--- config.mk ---
export PLATFORM = sky130hd
export DESIGN_NAME = load_store_unit
export DESIGN_NICKNAME = d
export VERILOG_FILES = /design/src/rtl/load_store_unit.sv
export SDC_FILE = /design/constraint.sdc
export NUM_CORES = 1
export LEC_CHECK = 0
export ABC_CLOCK_PERIOD_IN_PS = 4100
export CAP_MARGIN = 20
export CORE_ASPECT_RATIO = 0.75
export CORE_UTILIZATION = 41
export CTS_BUF_LIST = sky130_fd_sc_hd__clkbuf_2
export DETAILED_ROUTE_END_ITERATION = 12
export GPL_TIMING_DRIVEN = 0
export PLACE_DENSITY = 0.79
export SKIP_CTS_REPAIR_TIMING = 1
export SYNTH_ARGS = -nofsm -noshare
export SYNTH_HDL_FRONTEND = slang
export SYNTH_SLANG_ARGS = --single-unit
--- constraint.sdc ---
create_clock -name I_clk -period 4.1 [get_ports I_clk]
set_input_delay 0.615 -clock I_clk [delete_from_list [all_inputs] [get_ports I_clk]]
set_output_delay 0.615 -clock I_clk [all_outputs]
set_load 0.005 [all_outputs]
--- src/rtl/load_store_unit.sv ---
// ---------------------------------------------------------------------------
// load_store_unit
//
// Bridges the core's execute stage to the byte-lane data memory / GPIO block.
// Accepts one load or store at a time, decodes funct3 into a byte-enable
// mask, sequences the memory's one-cycle registered read latency, tolerates
// memory stalls up to STALL_MAX consecutive cycles, and returns sign- or
// zero-extended load data together with a one-cycle done pulse.
//
// Ports
//   I_clk, I_rst          clock, asynchronous active-high reset
//   I_req                 request strobe, only sampled while O_busy = 0
//   I_we                  1 = store, 0 = load
//   I_funct3              RISC-V funct3 of the load/store
//   I_addr                byte address (unaligned allowed, memory rotates)
//   I_wdata               store data, LSB-justified
//   O_busy                high while in ACCESS or CAPTURE
//   O_done                one-cycle completion pulse
//   O_err                 qualifies O_done: illegal funct3 or stall timeout
//   O_rdata               extended load result, held until next load
//   O_maddr/O_mdata       memory address / write data
//   O_mmask/O_mwe         memory byte mask / write enable
//   I_mdata               memory read data (valid the cycle after the read)
//   I_mstall              memory stall
// ---------------------------------------------------------------------------
module load_store_unit #(
  parameter int STALL_MAX = 255,
  parameter int CNT_W     = 16
) (
  input  logic        I_clk,
  input  logic        I_rst,
  input  logic        I_req,
  input  logic        I_we,
  input  logic [2:0]  I_funct3,
  input  logic [31:0] I_addr,
  input  logic [31:0] I_wdata,
  output logic        O_busy,
  output logic        O_done,
  output logic        O_err,
  output logic [31:0] O_rdata,
  output logic [31:0] O_maddr,
  output logic [31:0] O_mdata,
  output logic [3:0]  O_mmask,
  output logic        O_mwe,
  input  logic [31:0] I_mdata,
  input  logic        I_mstall
);

  typedef enum logic [1:0] {
    IDLE    = 2'd0,
    ACCESS  = 2'd1,
    CAPTURE = 2'd2
  } state_t;

  localparam logic [CNT_W-1:0] STALL_LIMIT = CNT_W'(STALL_MAX);

  state_t            state_q;
  logic              we_q;
  logic [2:0]        funct3_q;
  logic [CNT_W-1:0]  stallCnt_q;
  logic [CNT_W-1:0]  stallCnt_d;

  logic              busy_q;
  logic              done_q;
  logic              err_q;
  logic [31:0]       rdata_q;
  logic [31:0]       maddr_q;
  logic [31:0]       mdata_q;
  logic [3:0]        mmask_q;
  logic              mwe_q;

  logic              reqLegal;
  logic [3:0]        reqMask;
  logic [31:0]       loadExt;

  // Loads accept LB/LH/LW/LBU/LHU, stores only SB/SH/SW.
  always_comb begin
    reqLegal = 1'b0;
    case (I_funct3)
      3'b000, 3'b001, 3'b010: reqLegal = 1'b1;
      3'b100, 3'b101:         reqLegal = ~I_we;
      default:                reqLegal = 1'b0;
    endcase
  end

  // funct3[1:0] encodes the access size for both loads and stores.
  always_comb begin
    reqMask = 4'b1111;
    case (I_funct3[1:0])
      2'b00:   reqMask = 4'b0001;
      2'b01:   reqMask = 4'b0011;
      default: reqMask = 4'b1111;
    endcase
  end

  // Extension of the returned memory word, based on the latched funct3.
  always_comb begin
    loadExt = I_mdata;
    case (funct3_q)
      3'b000:  loadExt = {{24{I_mdata[7]}}, I_mdata[7:0]};
      3'b001:  loadExt = {{16{I_mdata[15]}}, I_mdata[15:0]};
      3'b100:  loadExt = {24'd0, I_mdata[7:0]};
      3'b101:  loadExt = {16'd0, I_mdata[15:0]};
      default: loadExt = I_mdata;
    endcase
  end

  assign stallCnt_d = stallCnt_q + CNT_W'(1);

  // Single FSM; every output is a register. done/err default low so that
  // they only ever pulse for one cycle.
  always_ff @(posedge I_clk or posedge I_rst) begin
    if (I_rst) begin
      state_q    <= IDLE;
      we_q       <= 1'b0;
      funct3_q   <= 3'd0;
      stallCnt_q <= '0;
      busy_q     <= 1'b0;
      done_q     <= 1'b0;
      err_q      <= 1'b0;
      rdata_q    <= 32'd0;
      maddr_q    <= 32'd0;
      mdata_q    <= 32'd0;
      mmask_q    <= 4'd0;
      mwe_q      <= 1'b0;
    end else begin
      done_q <= 1'b0;
      err_q  <= 1'b0;
      case (state_q)
        IDLE: begin
          if (I_req) begin
            if (reqLegal) begin
              we_q       <= I_we;
              funct3_q   <= I_funct3;
              maddr_q    <= I_addr;
              mdata_q    <= I_wdata;
              mmask_q    <= reqMask;
              mwe_q      <= I_we;
              stallCnt_q <= '0;
              busy_q     <= 1'b1;
              state_q    <= ACCESS;
            end else begin
              // Illegal op: report immediately, never touch memory.
              done_q <= 1'b1;
              err_q  <= 1'b1;
            end
          end
        end

        ACCESS: begin
          if (I_mstall) begin
            stallCnt_q <= stallCnt_d;
            if (stallCnt_d == STALL_LIMIT) begin
              mwe_q   <= 1'b0;
              mmask_q <= 4'd0;
              done_q  <= 1'b1;
              err_q   <= 1'b1;
              busy_q  <= 1'b0;
              state_q <= IDLE;
            end
          end else if (we_q) begin
            mwe_q   <= 1'b0;
            mmask_q <= 4'd0;
            done_q  <= 1'b1;
            busy_q  <= 1'b0;
            state_q <= IDLE;
          end else begin
            // Memory sampled the read at this edge; data arrives next cycle.
            mmask_q <= 4'd0;
            state_q <= CAPTURE;
          end
        end

        CAPTURE: begin
          rdata_q <= loadExt;
          done_q  <= 1'b1;
          mmask_q <= 4'd0;
          busy_q  <= 1'b0;
          state_q <= IDLE;
        end

        default: begin
          busy_q  <= 1'b0;
          mwe_q   <= 1'b0;
          mmask_q <= 4'd0;
          state_q <= IDLE;
        end
      endcase
    end
  end

  assign O_busy  = busy_q;
  assign O_done  = done_q;
  assign O_err   = err_q;
  assign O_rdata = rdata_q;
  assign O_maddr = maddr_q;
  assign O_mdata = mdata_q;
  assign O_mmask = mmask_q;
  assign O_mwe   = mwe_q;

endmodule

==> results of run 1 <==
[area by class of cell]
cell class                      instances  area (um2)  share of cell area (%)
Buffer                                 36         159                    2.03
Clock buffer                           17        85.1                    1.09
Clock inverter                         15         220                    2.81
Inverter                                2        12.5                   0.160
Multi-Input combinational cell        410        1940                    24.8
Sequential cell                       124        3100                    39.6
Tap cell                              166         208                    2.65
Timing Repair Buffer                  208        2100                    26.8
[critical path: stages]
cell and delay (ps):
clkdlybuf4s50_1 480, a21oi_1 220, o21ai_0 230, nor3_1 580
clkbuf_1 610, buf_1 430, nand2_1 120, nand2_1 70
[registers in the layout (all words and copies together), names as in the netlist, 3 cells and up]
name,count
stallCnt_q,16
funct3_q,3
O_maddr,32
O_mdata,32
O_mmask,3
O_rdata,32
[report_power, final]
part | internal [W] | leakage [nW] | switching, W
Combinational | 0.000957 | 1.83 | 0.000634
Sequential | 0.00162 | 1.53 | 0.000236
Clock | 0.000461 | 0.166 | 0.000490
[cell usage after synthesis (all sizes together)]
master / count / area share [%]
a31oi: 13 / 1.6
mux2: 10 / 2.2
nand4: 5 / 0.60
and3b: 1 / 0.17
xnor2: 2 / 0.34
or4b: 1 / 0.19
o21ai: 42 / 4.0
dfrtp: 124 / 60
a311o: 1 / 0.19
o31a: 1 / 0.17
nand4b: 1 / 0.17
nor2: 43 / 3.1
nor2b: 1 / 0.12
nand3b: 2 / 0.29
o211ai: 1 / 0.14
nor4bb: 1 / 0.19
nand2: 223 / 16
nor4b: 1 / 0.17
o31ai: 3 / 0.43
clkbuf: 29 / 2.1
a311oi: 1 / 0.17
or2b: 1 / 0.14
and2: 3 / 0.36
and4: 3 / 0.55
a22o: 1 / 0.17
o32ai: 1 / 0.17
nor3: 4 / 0.38
nand2b: 1 / 0.12
buf: 7 / 0.96
and3: 2 / 0.24
or4: 1 / 0.14
inv: 2 / 0.14
nand3: 8 / 0.77
a21o: 1 / 0.14
mux2i: 2 / 0.38
ha: 2 / 0.48
a21oi: 22 / 2.1
a31o: 1 / 0.17
or3: 4 / 0.48
[logic make-up (layout without fill, tap and decap cells)]
logic type	after synthesis	in the layout	synth area share, %
flops	124	124	59.6
xor+xnor	2	2	0.336
compound gates	88	88	9.46
mux	12	12	2.55
fa+ha+maj	2	2	0.480
buf+inv	38	278	3.19
simple gates	306	306	24.4
[per-layer routing]
layer  global-route usage (%)  up-vias
met5                        0        -
met4                     7.07        0
met3                     9.28       20
met2                     39.4      206
met1                     28.1     2332
li1                         -     2340
[worst max path at each step]
stage,to,slack [ps],start
final,O_mdata[0],1360,I_funct3[2]
after global routing,O_mdata[2],1120,I_funct3[2]
after CTS,O_mdata[0],1390,I_funct3[2]
after detailed placement,O_mdata[2],660,I_funct3[2]
after global placement,O_busy,-1430,I_rst
after floorplan,O_busy,190,I_rst
[stage by stage]
stage                     TNS [ps]  total power (W)  utilization, %  hold slack [ps]  area, um2
after CTS                        0          0.00444            63.4              283       7830
after detailed placement         0          0.00348            60.9              463       7520
final                            0          0.00439            63.4              310       7830
after global placement     -176120          0.00340            60.6              458       7490
after global routing             0          0.00467            63.4              288       7830
after floorplan                  0          0.00240               -              444       5210
==> impl_results.md, run 1 <==
- Final Hold Viols: 0
- Crit share post-route: 66.9%
- Starting Density: 42.2%
- Vias in the first global route: 4873
- Clk slew on worst S/H paths: 200 ps
- Max Used Layer: met4
- Metal3 WL: 1420 um
- # rows: 35
- Synth Instances: approximately 570
- RSZ-0062 raised after global routing: false
- Global-route wire length before repair: 24100 um
- Reg-to-reg startpoint: stallCnt_q[0]
- Largest net degree at the start of global routing: 77
- Number of max-cap violations: 0
- Antenna Cells: 0
- Commonest non-fill, non-tap cell in the layout: nand2_1
- Reg-to-reg endpoint: O_busy
- Routed WL: 15000 um
- Reg2reg setup slack: 1650 ps
- Input/output buffers: 207
- Clock Sinks: 124
- CP required: 4720 ps
- # IOs: 208
- Routed Antenna Nets: 0
- Dpl cells: 946
- Kind of critical path: in -> reg
- GRT Total Usage: 23.5%
- Clock latency at the later pin of the worst-skew pair: slightly below 700 ps
- Register area share after synthesis: 59.6%
- Htree depth: 4
- Post-synthesis cell type count: 45
- Pwr per Cell Area: approximately 560 nW/um2
- Relative slew slack: between 50% and 60%
- Die footprint: 13200 um2
- Crit path max fanout: 10
- Detailed-route via count: 4898
- Pre-CTS WS: 663 ps
- Final #Nets: 905
- Finished Layout Cells: roughly 1000
- Global placer's final weighted congestion: around 0.86
- CTS root buffer: clkbuf_2
- Initial antenna violation count: 0
- Setup Skew: between 40 and 50 ps
- DRT iter0 DRCs: approximately 290
- WL met1: a little over 6000 um
- Met2 WL post-DR: 7280 um
- Reg2Reg Depth: 7
- Worst EP arrival: 3360 ps
- Commonest non-fill, non-tap cells in the layout: 222 x nand2_1, 207 x clkdlybuf4s50_1, 124 x dfrtp_1, 43 x nor2_1, 42 x o21ai_0
- Fin. max-slew vios: 0
- Final Setup Violations: 0
- Worst-Margin Slew: 711 ps
- Max VDD drop: 0.334 mV
- Synth Warn #: 0
- # fillers: 1042
- Area of the mapped netlist: 5210 um2
- Hold Path Class: in -> async
- Area Growth Syn to Fin: 50.3%
- CTS Buf Count: 17
- Avg Cell Area, Syn: 9.11 um2
- Die Wd: roughly 130 um
- DR WL/cell: around 15 um
- CTS tree: yes
- DRT Pass-1 Iters: 5
- Core area: 12300 um2
- Status: finished, final reports clean
- Leakage power: 3.52 nW
- Startpoint type of the worst setup path: input pin
- GR Overflow Total: 0
- F_max: roughly 0.36 GHz
- Synth Register Bits: 124
- Minimum clock period: ~2700 ps
- Post-route DRC: 0
- Via/cell ratio: 5.01
- Fraction of layout cells with a size suffix above 1: 6.16%
- Worst setup EP type: flip-flop
- Clk buf depth: 2
- Worst setup margin: 1360 ps
- Detailed placer's ending HPWL: 11000 um
- Mapped Nets: 678
- Die Height: 99.6 um
(Power assumes the default switching activity.)
==> inputs of run 2 (changes only) <==
Settings changed: ABC_CLOCK_PERIOD_IN_PS 4100 to 2700, CORE_UTILIZATION 41 to 45, PLACE_DENSITY 0.79 to 0.83.
Clock period 4.1 ns to 2.7 ns, I/O delays scaled along.
==> run 2 against run 1 <==
Cell count is 2.5% lower. Hold slack worse by 66 ps. Critical path depth is 1 lower. Total power is 46% higher. Via count is 0.14% lower. Clock power is 25% higher. Critical endpoint is now O_busy. Largest power group unchanged.
==> impl_results.md, run 2 (same netlist as run 1, synthesis figures left out) <==
- Hold Path Class: in -> reg
- Crit share post-route: ~93%
- Starting Density: 46.9%
- Via/cell ratio: 5.13
- Detailed-route via count: 4891
- Max VDD drop: 0.470 mV
- # IOs: 208
- Clk buf depth: 2
- GR Overflow Total: 0
- CTS Buf Count: 17
- Status: finished, final reports clean
- Cell Area, Placed: 7520 um2
- Design Area, Final: 7770 um2
- Post-route DRC: 0
- Relative slew slack: 46.0%
- Die Wd: ~130 um
- Crit path max fanout: 7
- Clk slew on worst S/H paths: 190 ps
- Number of max-cap violations: 0
- Leakage power: 3.51 nW
- Commonest non-fill, non-tap cell in the layout: nand2_1
- Vias in the first global route: roughly 4900
- Setup Skew: between 30 and 40 ps
- # rows: 33
- Fraction of layout cells with a size suffix above 1: about 6.4%
- DR WL/cell: 15.2 um
- Cell family with most CP delay: simple AND/OR/NAND/NOR gates
- GRT Total Usage: 25.4%
- Htree depth: 4
- Global placer's final weighted congestion: 0.883
- Final #Nets: 908
- Largest net degree at the start of global routing: 43
- CP most frequent cell: or3_1
- Die footprint: approximately 12000 um2
- CTS root buffer: clkbuf_2
- Initial antenna violation count: 0
- Clock latency at the later pin of the worst-skew pair: 660 ps
- Antenna Cells: 0
- Global-route wire length before repair: approximately 24000 um
- Worst-Margin Slew: approximately 800 ps
- Detailed placer's ending HPWL: 10800 um
- DRT Pass-1 Iters: 5
- RSZ-0062 raised after global routing: false
- Finished Layout Cells: 954
- CP max-delay cell: dfrtp_1
- Input/output buffers: 207
- Startpoint type of the worst setup path: flip-flop
- Clock Sinks: 124
- F_max: 0.398 GHz
- CTS tree: yes
- Worst setup EP type: flip-flop
- Final Setup Violations: 0
- Max incr delay on CP: 470 ps
- Fin. max-slew vios: 0
- DRT iter0 DRCs: approximately 190
- Routed WL: 14500 um
- Kind of critical path: reg -> reg
- Final Hold Viols: 0
- Dpl cells: ~920
- Area Growth Syn to Fin: 49.1%
- Routed Antenna Nets: 0
- Die Height: 95.2 um
- Worst EP arrival: just over 3000 ps
- Worst setup margin: 188 ps
- Critical path buffer and inverter count: 1
- Pwr per Cell Area: 825 nW/um2
- Core area: between 10000 and 15000 um2
- CP required: around 3300 ps
- Commonest non-fill, non-tap cells in the layout: 222 x nand2_1, 207 x clkdlybuf4s50_1, 124 x dfrtp_1, 43 x nor2_1, 42 x o21ai_0
- Crit path cell chain: ha_1 > and4_4 > buf_6 > or3_1 > a311o_1 > or3_1 > a31o_1
- Pre-CTS WS: -413 ps
- Minimum clock period: between 2000 and 3000 ps
## run 2: per-layer routing
metal / up-vias / global-route usage (%) / wire length (um)
met3: 16 / 8.47 / 1220
met4: 0 / 9.54 / 193
met2: 197 / 42.0 / 6930
li1: 2343 / - / -
met5: - / 0 / 0
met1: 2335 / 31.1 / 6120
## run 2: final timing paths
check / from / endpoint / slack (ps) / depth (start not counted)
max: stallCnt_q[0] / O_busy / 190 / 7
min: I_wdata[31] / O_mdata[31] / 240 / 3
max reg2reg: stallCnt_q[0] / O_busy / 190 / 7
min reg2reg: O_maddr[25] / O_maddr[25] / 500 / 2
max in group asynchronous: I_rst / stallCnt_q[3] / 1280 / 5
min in group asynchronous: I_rst / O_maddr[9] / 620 / 3
## run 2: power breakdown
part | switching, W | leakage, nW | internal, W | total [W]
clock network | 0.000693 | 0.139 | 0.000496 | 0.00119
logic | 0.000957 | 1.85 | 0.00146 | 0.00242
registers | 0.000351 | 1.53 | 0.00245 | 0.00280
total | 0.00200 | 3.51 | 0.00441 | 0.00641
## run 2: stage by stage
stage	hold WS (ps)	setup TNS (ps)	power [W]	utilization, %
finish	244	0	0.00641	69.9
global route	155	0	0.00686	69.9
CTS	-0.126	0	0.00648	69.9
detailed placement	462	-20450	0.00527	67.7
global placement	457	-57640	0.00517	67.2
floorplan	444	0	0.00365	-
## run 2: worst register-to-register path, stage by stage (launching register included)
cell	delay, ps
dfrtp_1	470
ha_1	290
and4_4	220
buf_6	130
or3_1	370
a311o_1	330
or3_1	380
a31o_1	240
## run 2: cell type report
cell class                 instances  area [um2]
multi-input combinational        410        1940
inverter                           2        11.3
fill                             843        3340
tap                              140         175
clock inverter                    14         154
sequential                       124        3100
timing repair buffer             211        2140
buffer                            36         159
clock buffer                      17        85.1
